===== src/rtl/uart_relay_fifo.sv =====
// UART relay: frames received on rx are buffered in a FIFO and re-sent on tx.
// One clock domain; rx is synchronised, tx is driven from a register.
module uart_relay_fifo #(
    parameter int CLK_FREQ   = 50_000_000,
    parameter int BAUD       = 115_200,
    parameter int DATA_BITS  = 8,
    parameter int FIFO_DEPTH = 16
) (
    input  logic                        clk,
    input  logic                        rst,
    input  logic                        rx,
    output logic                        tx,
    input  logic                        clr_flags,
    output logic                        overflow,
    output logic                        frame_err,
    output logic [$clog2(FIFO_DEPTH):0] fifo_count
);

    localparam int CLKS_PER_BIT = CLK_FREQ / BAUD;
    localparam int CW = $clog2(CLKS_PER_BIT);
    localparam int AW = $clog2(FIFO_DEPTH);
    localparam int BW = (DATA_BITS > 1) ? $clog2(DATA_BITS) : 1;

    localparam logic [CW-1:0] HALF_M1  = CW'(CLKS_PER_BIT / 2 - 1);
    localparam logic [CW-1:0] BIT_M1   = CW'(CLKS_PER_BIT - 1);
    localparam logic [CW-1:0] STOP_M1  = CW'(CLKS_PER_BIT - 2);
    localparam logic [BW-1:0] LAST_BIT = BW'(DATA_BITS - 1);
    localparam logic [AW:0]   FULL     = (AW + 1)'(FIFO_DEPTH);

    typedef enum logic [1:0] {R_IDLE, R_START, R_DATA, R_STOP} rx_state_t;
    typedef enum logic [1:0] {T_IDLE, T_START, T_DATA, T_STOP} tx_state_t;

    logic                 r_rx_meta, r_rx_sync, r_rx_prev;
    rx_state_t            r_rx_state, w_rx_state_d;
    logic [CW-1:0]        r_rx_cnt, w_rx_cnt_d;
    logic [BW-1:0]        r_rx_bit, w_rx_bit_d;
    logic [DATA_BITS-1:0] r_rx_shift, w_rx_shift_d;
    logic                 w_push, w_frame_bad;

    tx_state_t            r_tx_state, w_tx_state_d;
    logic [CW-1:0]        r_tx_cnt, w_tx_cnt_d;
    logic [BW-1:0]        r_tx_bit, w_tx_bit_d;
    logic [DATA_BITS-1:0] r_tx_shift, w_tx_shift_d;
    logic                 r_tx, w_tx_d, w_pop;

    logic [DATA_BITS-1:0] r_mem [FIFO_DEPTH];
    logic [AW-1:0]        r_wr_ptr, r_rd_ptr;
    logic [AW:0]          r_count;
    logic                 w_wr_en, w_drop;
    logic [DATA_BITS-1:0] w_rd_data;
    logic                 r_overflow, r_frame_err;

    // r_rx_prev turns the synchronised level into a falling-edge detect for start bits.
    always_ff @(posedge clk or posedge rst) begin
        if (rst) begin
            r_rx_meta <= 1'b1;
            r_rx_sync <= 1'b1;
            r_rx_prev <= 1'b1;
        end else begin
            r_rx_meta <= rx;
            r_rx_sync <= r_rx_meta;
            r_rx_prev <= r_rx_sync;
        end
    end

    always_comb begin
        w_rx_state_d = r_rx_state;
        w_rx_cnt_d   = r_rx_cnt;
        w_rx_bit_d   = r_rx_bit;
        w_rx_shift_d = r_rx_shift;
        w_push       = 1'b0;
        w_frame_bad  = 1'b0;
        case (r_rx_state)
            R_IDLE: begin
                w_rx_cnt_d = '0;
                w_rx_bit_d = '0;
                if (r_rx_prev && !r_rx_sync) w_rx_state_d = R_START;
            end
            R_START: begin
                if (r_rx_cnt == HALF_M1) begin
                    w_rx_cnt_d   = '0;
                    w_rx_state_d = r_rx_sync ? R_IDLE : R_DATA;
                end else begin
                    w_rx_cnt_d = r_rx_cnt + 1'b1;
                end
            end
            R_DATA: begin
                if (r_rx_cnt == BIT_M1) begin
                    w_rx_cnt_d   = '0;
                    w_rx_shift_d = {r_rx_sync, r_rx_shift[DATA_BITS-1:1]};
                    if (r_rx_bit == LAST_BIT) w_rx_state_d = R_STOP;
                    else                      w_rx_bit_d   = r_rx_bit + 1'b1;
                end else begin
                    w_rx_cnt_d = r_rx_cnt + 1'b1;
                end
            end
            R_STOP: begin
                if (r_rx_cnt == BIT_M1) begin
                    w_rx_cnt_d   = '0;
                    w_rx_state_d = R_IDLE;
                    w_push       = r_rx_sync;
                    w_frame_bad  = !r_rx_sync;
                end else begin
                    w_rx_cnt_d = r_rx_cnt + 1'b1;
                end
            end
            default: w_rx_state_d = R_IDLE;
        endcase
    end

    always_ff @(posedge clk or posedge rst) begin
        if (rst) begin
            r_rx_state <= R_IDLE;
            r_rx_cnt   <= '0;
            r_rx_bit   <= '0;
            r_rx_shift <= '0;
        end else begin
            r_rx_state <= w_rx_state_d;
            r_rx_cnt   <= w_rx_cnt_d;
            r_rx_bit   <= w_rx_bit_d;
            r_rx_shift <= w_rx_shift_d;
        end
    end

    // A pop in the same cycle frees the slot the full FIFO would otherwise lack.
    assign w_wr_en   = w_push && ((r_count != FULL) || w_pop);
    assign w_drop    = w_push && !w_wr_en;
    assign w_rd_data = r_mem[r_rd_ptr];

    always_ff @(posedge clk) begin
        if (w_wr_en) r_mem[r_wr_ptr] <= r_rx_shift;
    end

    always_ff @(posedge clk or posedge rst) begin
        if (rst) begin
            r_wr_ptr    <= '0;
            r_rd_ptr    <= '0;
            r_count     <= '0;
            r_overflow  <= 1'b0;
            r_frame_err <= 1'b0;
        end else begin
            if (w_wr_en) r_wr_ptr <= r_wr_ptr + 1'b1;
            if (w_pop)   r_rd_ptr <= r_rd_ptr + 1'b1;
            if (w_wr_en && !w_pop)      r_count <= r_count + 1'b1;
            else if (!w_wr_en && w_pop) r_count <= r_count - 1'b1;
            r_overflow  <= w_drop | (r_overflow & ~clr_flags);
            r_frame_err <= w_frame_bad | (r_frame_err & ~clr_flags);
        end
    end

    // T_STOP is one cycle short; the T_IDLE cycle completes the stop bit.
    always_comb begin
        w_tx_state_d = r_tx_state;
        w_tx_cnt_d   = r_tx_cnt;
        w_tx_bit_d   = r_tx_bit;
        w_tx_shift_d = r_tx_shift;
        w_pop        = 1'b0;
        w_tx_d       = 1'b1;
        case (r_tx_state)
            T_IDLE: begin
                w_tx_cnt_d = '0;
                w_tx_bit_d = '0;
                if (r_count != '0) begin
                    w_pop        = 1'b1;
                    w_tx_shift_d = w_rd_data;
                    w_tx_state_d = T_START;
                end
            end
            T_START: begin
                w_tx_d = 1'b0;
                if (r_tx_cnt == BIT_M1) begin
                    w_tx_cnt_d   = '0;
                    w_tx_state_d = T_DATA;
                end else begin
                    w_tx_cnt_d = r_tx_cnt + 1'b1;
                end
            end
            T_DATA: begin
                w_tx_d = r_tx_shift[0];
                if (r_tx_cnt == BIT_M1) begin
                    w_tx_cnt_d   = '0;
                    w_tx_shift_d = r_tx_shift >> 1;
                    if (r_tx_bit == LAST_BIT) w_tx_state_d = T_STOP;
                    else                      w_tx_bit_d   = r_tx_bit + 1'b1;
                end else begin
                    w_tx_cnt_d = r_tx_cnt + 1'b1;
                end
            end
            T_STOP: begin
                if (r_tx_cnt == STOP_M1) begin
                    w_tx_cnt_d   = '0;
                    w_tx_state_d = T_IDLE;
                end else begin
                    w_tx_cnt_d = r_tx_cnt + 1'b1;
                end
            end
            default: w_tx_state_d = T_IDLE;
        endcase
    end

    always_ff @(posedge clk or posedge rst) begin
        if (rst) begin
            r_tx_state <= T_IDLE;
            r_tx_cnt   <= '0;
            r_tx_bit   <= '0;
            r_tx_shift <= '0;
            r_tx       <= 1'b1;
        end else begin
            r_tx_state <= w_tx_state_d;
            r_tx_cnt   <= w_tx_cnt_d;
            r_tx_bit   <= w_tx_bit_d;
            r_tx_shift <= w_tx_shift_d;
            r_tx       <= w_tx_d;
        end
    end

    assign tx         = r_tx;
    assign overflow   = r_overflow;
    assign frame_err  = r_frame_err;
    assign fifo_count = r_count;

endmodule


===== config.mk =====
export PLATFORM = sky130hd
export DESIGN_NAME = uart_relay_fifo
export DESIGN_NICKNAME = d
export VERILOG_FILES = /design/src/rtl/uart_relay_fifo.sv
export SDC_FILE = /design/constraint.sdc
export NUM_CORES = 1
export LEC_CHECK = 0
export CAP_MARGIN = 20
export CORE_MARGIN = 5
export CORE_UTILIZATION = 45
export CTS_CLUSTER_SIZE = 25
export DETAILED_ROUTE_END_ITERATION = 10
export SKIP_LAST_GASP = 1
export SLEW_MARGIN = 20
export SYNTH_ARGS = -nofsm -noshare
export SYNTH_HDL_FRONTEND = slang
export SYNTH_SLANG_ARGS = --single-unit

===== constraint.sdc =====
create_clock -name clk -period 3.3 [get_ports clk]
set_input_delay 0.33 -clock clk [delete_from_list [all_inputs] [get_ports clk]]
set_output_delay 0.33 -clock clk [all_outputs]
set_load 0.03 [all_outputs]

---- After elaboration in Yosys (flattened, before gate mapping) ----
Memories as Yosys holds them, arrays and structs flattened.
Cells that the tools add are included.
storage, ports and cells
  bits in registers ....................... 63
  bits in latches ......................... 0
  output and inout port bits .............. 8
  memory bits (read-only) ................. 0
  memories ................................ 1
  memory bits (writable) .................. 128
  logic and storage cells ................. 118
  input bits .............................. 4
memory list
  name   words  width  rd ports  clocked after Yosys merged registers in  write ports  RTL line  RTL
  r_mem  16     8      1         0                                        1            46        logic [DATA_BITS-1:0] r_mem [FIFO_DEPTH];
operators by class
  eq/ne operators ......................... 25
  bitwise logic cells ..................... 5
  $lt $le $gt $ge ......................... 0
  $add $sub $neg .......................... 8
  $mul .................................... 0
  divide/modulo/power cells ............... 0
  mux-type cells .......................... 39
  shift-type cells ........................ 0
  reductions and logical operators ........ 23
operators by type and width
  cell                   number
  $pmux W9 S3            2
  $mux W9                4
  $eq A9 B9 Y1 const B   3
  $ne A2 B2 Y1 const B   12
  $mux W2                11
  $add A9 B1 Y9 const B  2
  $mux W8                2
  $pmux W2 S4            2
  $pmux W8 S2            1
  $mux W3                4
  $pmux W3 S2            2
  $mux W5                2
  $reduce_and A5 Y1      2
  $eq A9 B8 Y1 const B   1
  $reduce_and A3 Y1      3
  $add A4 B1 Y4 const B  2
  $eq A2 B2 Y1 const B   4
  $mux W1                8
  $add A3 B1 Y3 const B  2
  $eq A3 B3 Y1 const B   2
  $reduce_bool A2 Y1     3
  $add A5 B1 Y5 const B  1
  $logic_and A1 B1 Y1    5
  $ne A5 B5 Y1 const B   1
  other kinds (12)       19

---- Depth between registers and ports, before layout ----
Gate-level depths: netlist of run 1.
  depth in word-level cells ............... 9
  mapped depth ............................ 13
  mapped depth without buffers ............ 13

---- Least setup slack after synthesis of run 1 ----
No wires, ideal clock.
  kind .................................... register to register
  start ................................... register r_count[1] (netlist: fifo_count[1])
  end ..................................... register r_count[4] (netlist: fifo_count[4])
  library setup time ...................... 81 ps
  stages on the path, launching flop included .. 13
  path buffers ............................ 0
  data required time ...................... 3,219 ps
  path slack .............................. 244 ps
  period minus slack after synthesis ...... 3,056 ps
  arrival time ............................ 2,975 ps
  cells stage by stage .................... dfrtp_1 > or4_4 > nor3b_2 > or3_4 > inv_4 > ha_1 > inv_1 > ha_1 > nor2b_1 > o21a_1 > or3_1 > a21oi_1 > xor2_1
on the way
  word-level cells in the longest chain between the ends .. 8
  elaborated cells on any way between the ends .. 15
  those cells by class .................... add/sub: 2; eq/ne: 1; mux: 4; reduce/logical: 8
ends and longest elaborated chain
  element                              RTL line  RTL
  from (decl)                          48        logic [AW:0] r_count;
  from (signal assigned)               144       if (w_wr_en && !w_pop) r_count <= r_count + 1'b1;
  from (signal assigned)               145       else if (!w_wr_en && w_pop) r_count <= r_count - 1'b1;
  $reduce_bool A5 Y1                   163       if (r_count != '0) begin
  $mux W1                              163
  $mux W1                              159       case (r_tx_state)
  $logic_or A1 B1 Y1 *                 126       assign w_wr_en = w_push && ((r_count != FULL) || w_pop);
  $logic_and A1 B1 Y1 *                126
  named net w_wr_en                    49        logic w_wr_en, w_drop;
  $logic_not A1 Y1                     145
  $logic_and A1 B1 Y1                  145
  $reduce_bool A2 Y1 (no source line)  n/a
The timed path passes the listed nets; every way through them passes the cells marked *. The select of a mux whose other input is x is not followed.
A chain may end at the register's enable or synchronous reset.

---- Final worst setup path of run 1 ----
  start ................................... register r_count[2] (netlist: fifo_count[2])
  end ..................................... register r_count[4] (netlist: fifo_count[4])
Same word-level chain as after synthesis.

==> metrics.txt, run 1 <==
status finished, final reports clean; Arrival @ worst endpoint between 3000 and 4000 ps; R2R Setup Slk 170 ps; Core Footprint 0.0180 mm2; worst-path cell chain or4_4 -> nor3b_4 -> or3_4 -> inv_4 -> ha_1 -> inv_1 -> ha_1 -> nor2b_1 -> o21a_1 -> or3_1 -> a21oi_1 -> xor2_1; Sink Count roughly 190; crit-path max FO 7; Overall Power roughly 4500 uW; clock skew 7.61 ps; number of I/O port buffers 11; grt met2 use 0.243; worst r2r src fifo_count[2]; slew at the pin closest to its max-slew limit 792 ps; post-route worst setup slack approximately 170 ps; Reg2Reg Depth 12; Global Route Usage Sum 0.152; largest net degree at the start of global routing 29; register area share after synthesis 0.659; top post-synthesis cells by area edfxtp_1 47%, dfrtp_1 18%, mux4_2 8.2%; RSZ-0062 raised after global routing false; clk_lat worst skew 430 ps; Die Ht around 150 um; Reg power frac 0.576; Yosys top cell area share 0.467; post-route setup TNS 0 ps; GRT busiest layer met2; vias per cell 5.40; Cell Area, Synth 0.00823 mm2; area delta synth->final 10.6%; leak pwr 0.00292 uW; Tmin final 3130 ps; M3 GR Usage 0.0262; Final period util 0.949; maximum clock rate 0.319 GHz; M1 GR Usage 0.213; Worst Hold Class in2async; CTS H-tree depth 4; synthesized area per cell 15.7 um2; Crit. End Element register; share of layout cells above drive strength 1 0.179; Pre-Repair DR Iteration Count 4; Clock power frac 0.396; most frequent CP cell ha_1; row count 49; Slew HR 0.472; #FFs+latches synth about 190; Synthesized Nets approximately 560; cell with the most instances after synthesis edfxtp_1; RR Endpoint fifo_count[4]; final setup fails 0; diode count 0; kind of cell adding the most delay to the critical path simple AND/OR/NAND/NOR gates; DR WL/cell 19.3 um; nets@finish 572; initial core utilization 0.458; yosys warns 0; Int Pwr 3560 uW; MaxCap Viol Count 0; Hold Vio Cnt, Final 0; dpl hpwl 10100 um; clk root buf clkbuf_16; Starting DRT DRC Count 332; I/O Pins 12; Psw 984 uW; CP max-delay cell or4_4; vias in the first global route 4472; Place WS 108 ps; Crit path largest cell delay roughly 580 ps; max-slew violation count 0; PD cells 500 mW/mm2; Synth async-reset ratio 0.330; Reg clk slew, reported paths approximately 70 ps; Max clock buf depth 2; initial antenna violation count 0; via count approximately 4200; switch share 0.216; wirelength, routed 15200 um; top cells by count, synth 128 x edfxtp_1, 59 x dfrtp_1, 31 x nor2_1; Post-Layout Cell Count 783; Setup CP Type reg2reg; DIE AREA roughly 0.021 mm2; gpl congestion a little under 0.8; # placed instances around 750; CTS tree built; DRC 0; hold_ws 235 ps; Max IR drop VDD 0.368 mV; Num CTS Buffers 17; kind of start point of the critical path register; setup bufs post-CTS 0; Final ANT Viol Nets 0; Syn Inst Count around 530; grt ovf 0; Gate power share 0.028; first-pass GRT wire length ~25000 um; worst path bufs/invs 2; Worst EP required 3650 ps; Post-synth EDFFs 128; Synth cell types between 50 and 60; top cell type by total area after synthesis edfxtp_1; chip width roughly 150 um; ys flop type edfxtp_1
worst reg2reg max path, stage by stage, from the launching register on:
cell     delay (ps)
dfrtp_1         430
or4_4           580
nor3b_4         250
or3_4           200
inv_4            60
ha_1            220
inv_1           140
ha_1            260
nor2b_1         130
o21a_1          170
or3_1           300
a21oi_1         180
xor2_1          150
what timing repair did:
action / 4_1_cts / 5_1_grt
hold buffers: 0 / 0
resized for setup: 0 / 1
endpoints found under the setup margin: 0 / 1
registers in the layout, summed over array words and instances (netlist names), 2 cells and up, named ones only:
name	cells
r_wr_ptr	4
fifo_count	5
r_tx_bit	3
r_rd_ptr	4
r_tx_state	2
r_rx_shift	8
r_rx_cnt	9
r_tx_cnt	9
r_tx_shift	8
r_rx_bit	3
r_mem	128
cell usage in the layout, fill, tap and decap left out, types with 4 or more instances in the layout:
cell type        synthesis  routed
edfxtp_1               128     128
dfrtp_1                 59      58
nor2_1                  31      31
nand2_1                 30      30
mux4_2                  30      30
ha_1                    25      25
inv_1                   23      22
xnor2_1                 17      17
and2_1                  17      17
clkbuf_16                0      17
a21oi_1                 16      16
mux2i_1                 13      13
nand3_1                 13      13
clkdlybuf4s50_1          0      11
mux2_2                  10      10
xor2_1                   8       8
o21ai_0                  8       8
nand4_1                  7       7
buf_4                    4       6
nor3_1                   5       5
a31oi_1                  5       5
nor2b_1                  5       5
a22oi_1                  4       4
clkinv_2                 0       4
dfstp_2                  4       4
cells by family after synthesis:
| logic type | count (synthesis) | share of synthesized area |
|---|---|---|
| AOI/OAI and AO/OA | 56 | 0.0464 |
| xor gates and xnor gates | 25 | 0.0266 |
| adders and majority gates | 26 | 0.0405 |
| buffers and inverters | 44 | 0.0237 |
| DFF | 191 | 0.659 |
| muxes | 54 | 0.113 |
| and+or+nand+nor | 129 | 0.0900 |
power groups by stage:
stage | logic (uW) | registers [uW] | clock network [uW]
floorplan | 122 | 2640 | 0
global placement | 124 | 2660 | 0
detailed placement | 128 | 2670 | 0
CTS | 128 | 2620 | 1840
global route | 146 | 2630 | 1940
finish | 125 | 2620 | 1800
area by class of cell:
class / instances / area [um2]
clock buffers: 19 / 433
multi-input cells: 290 / 2610
clock inverters: 12 / 72.6
well taps: 229 / 287
inverters: 24 / 92.6
fillers: 1448 / 8860
repair buffers: 18 / 175
flip-flops and latches: 191 / 5430
layer usage:
layer | share of wire | wire length [um]
met1 | 0.46 | 6900
met2 | 0.49 | 7450
met3 | 0.037 | 565
met4 | 0.015 | 233
met5 | 0 | 0
worst max path at each step:
| stage | start | end | cells after the start |
|---|---|---|---|
| floorplan | fifo_count[1] | fifo_count[4] | 12 |
| global placement | fifo_count[1] | fifo_count[4] | 12 |
| detailed placement | fifo_count[2] | fifo_count[4] | 12 |
| CTS | fifo_count[2] | fifo_count[4] | 12 |
| global route | fifo_count[1] | fifo_count[4] | 12 |
| finish | fifo_count[2] | fifo_count[4] | 12 |
metrics by stage:
step | util | cell area (um2)
6_report | 0.507 | 9100
5_1_grt | 0.507 | 9100
4_1_cts | 0.506 | 9090
3_5_place_dp | 0.478 | 8590
3_3_place_gp | 0.478 | 8590
2_1_floorplan | - | 8230
(Power assumes the default switching activity.)
==> inputs of run 2 (changes only) <==
- CAP_MARGIN: 20 -> 10
==> results of run 2 <==
Final layout, timing and power as in run 1 (identical DEF).
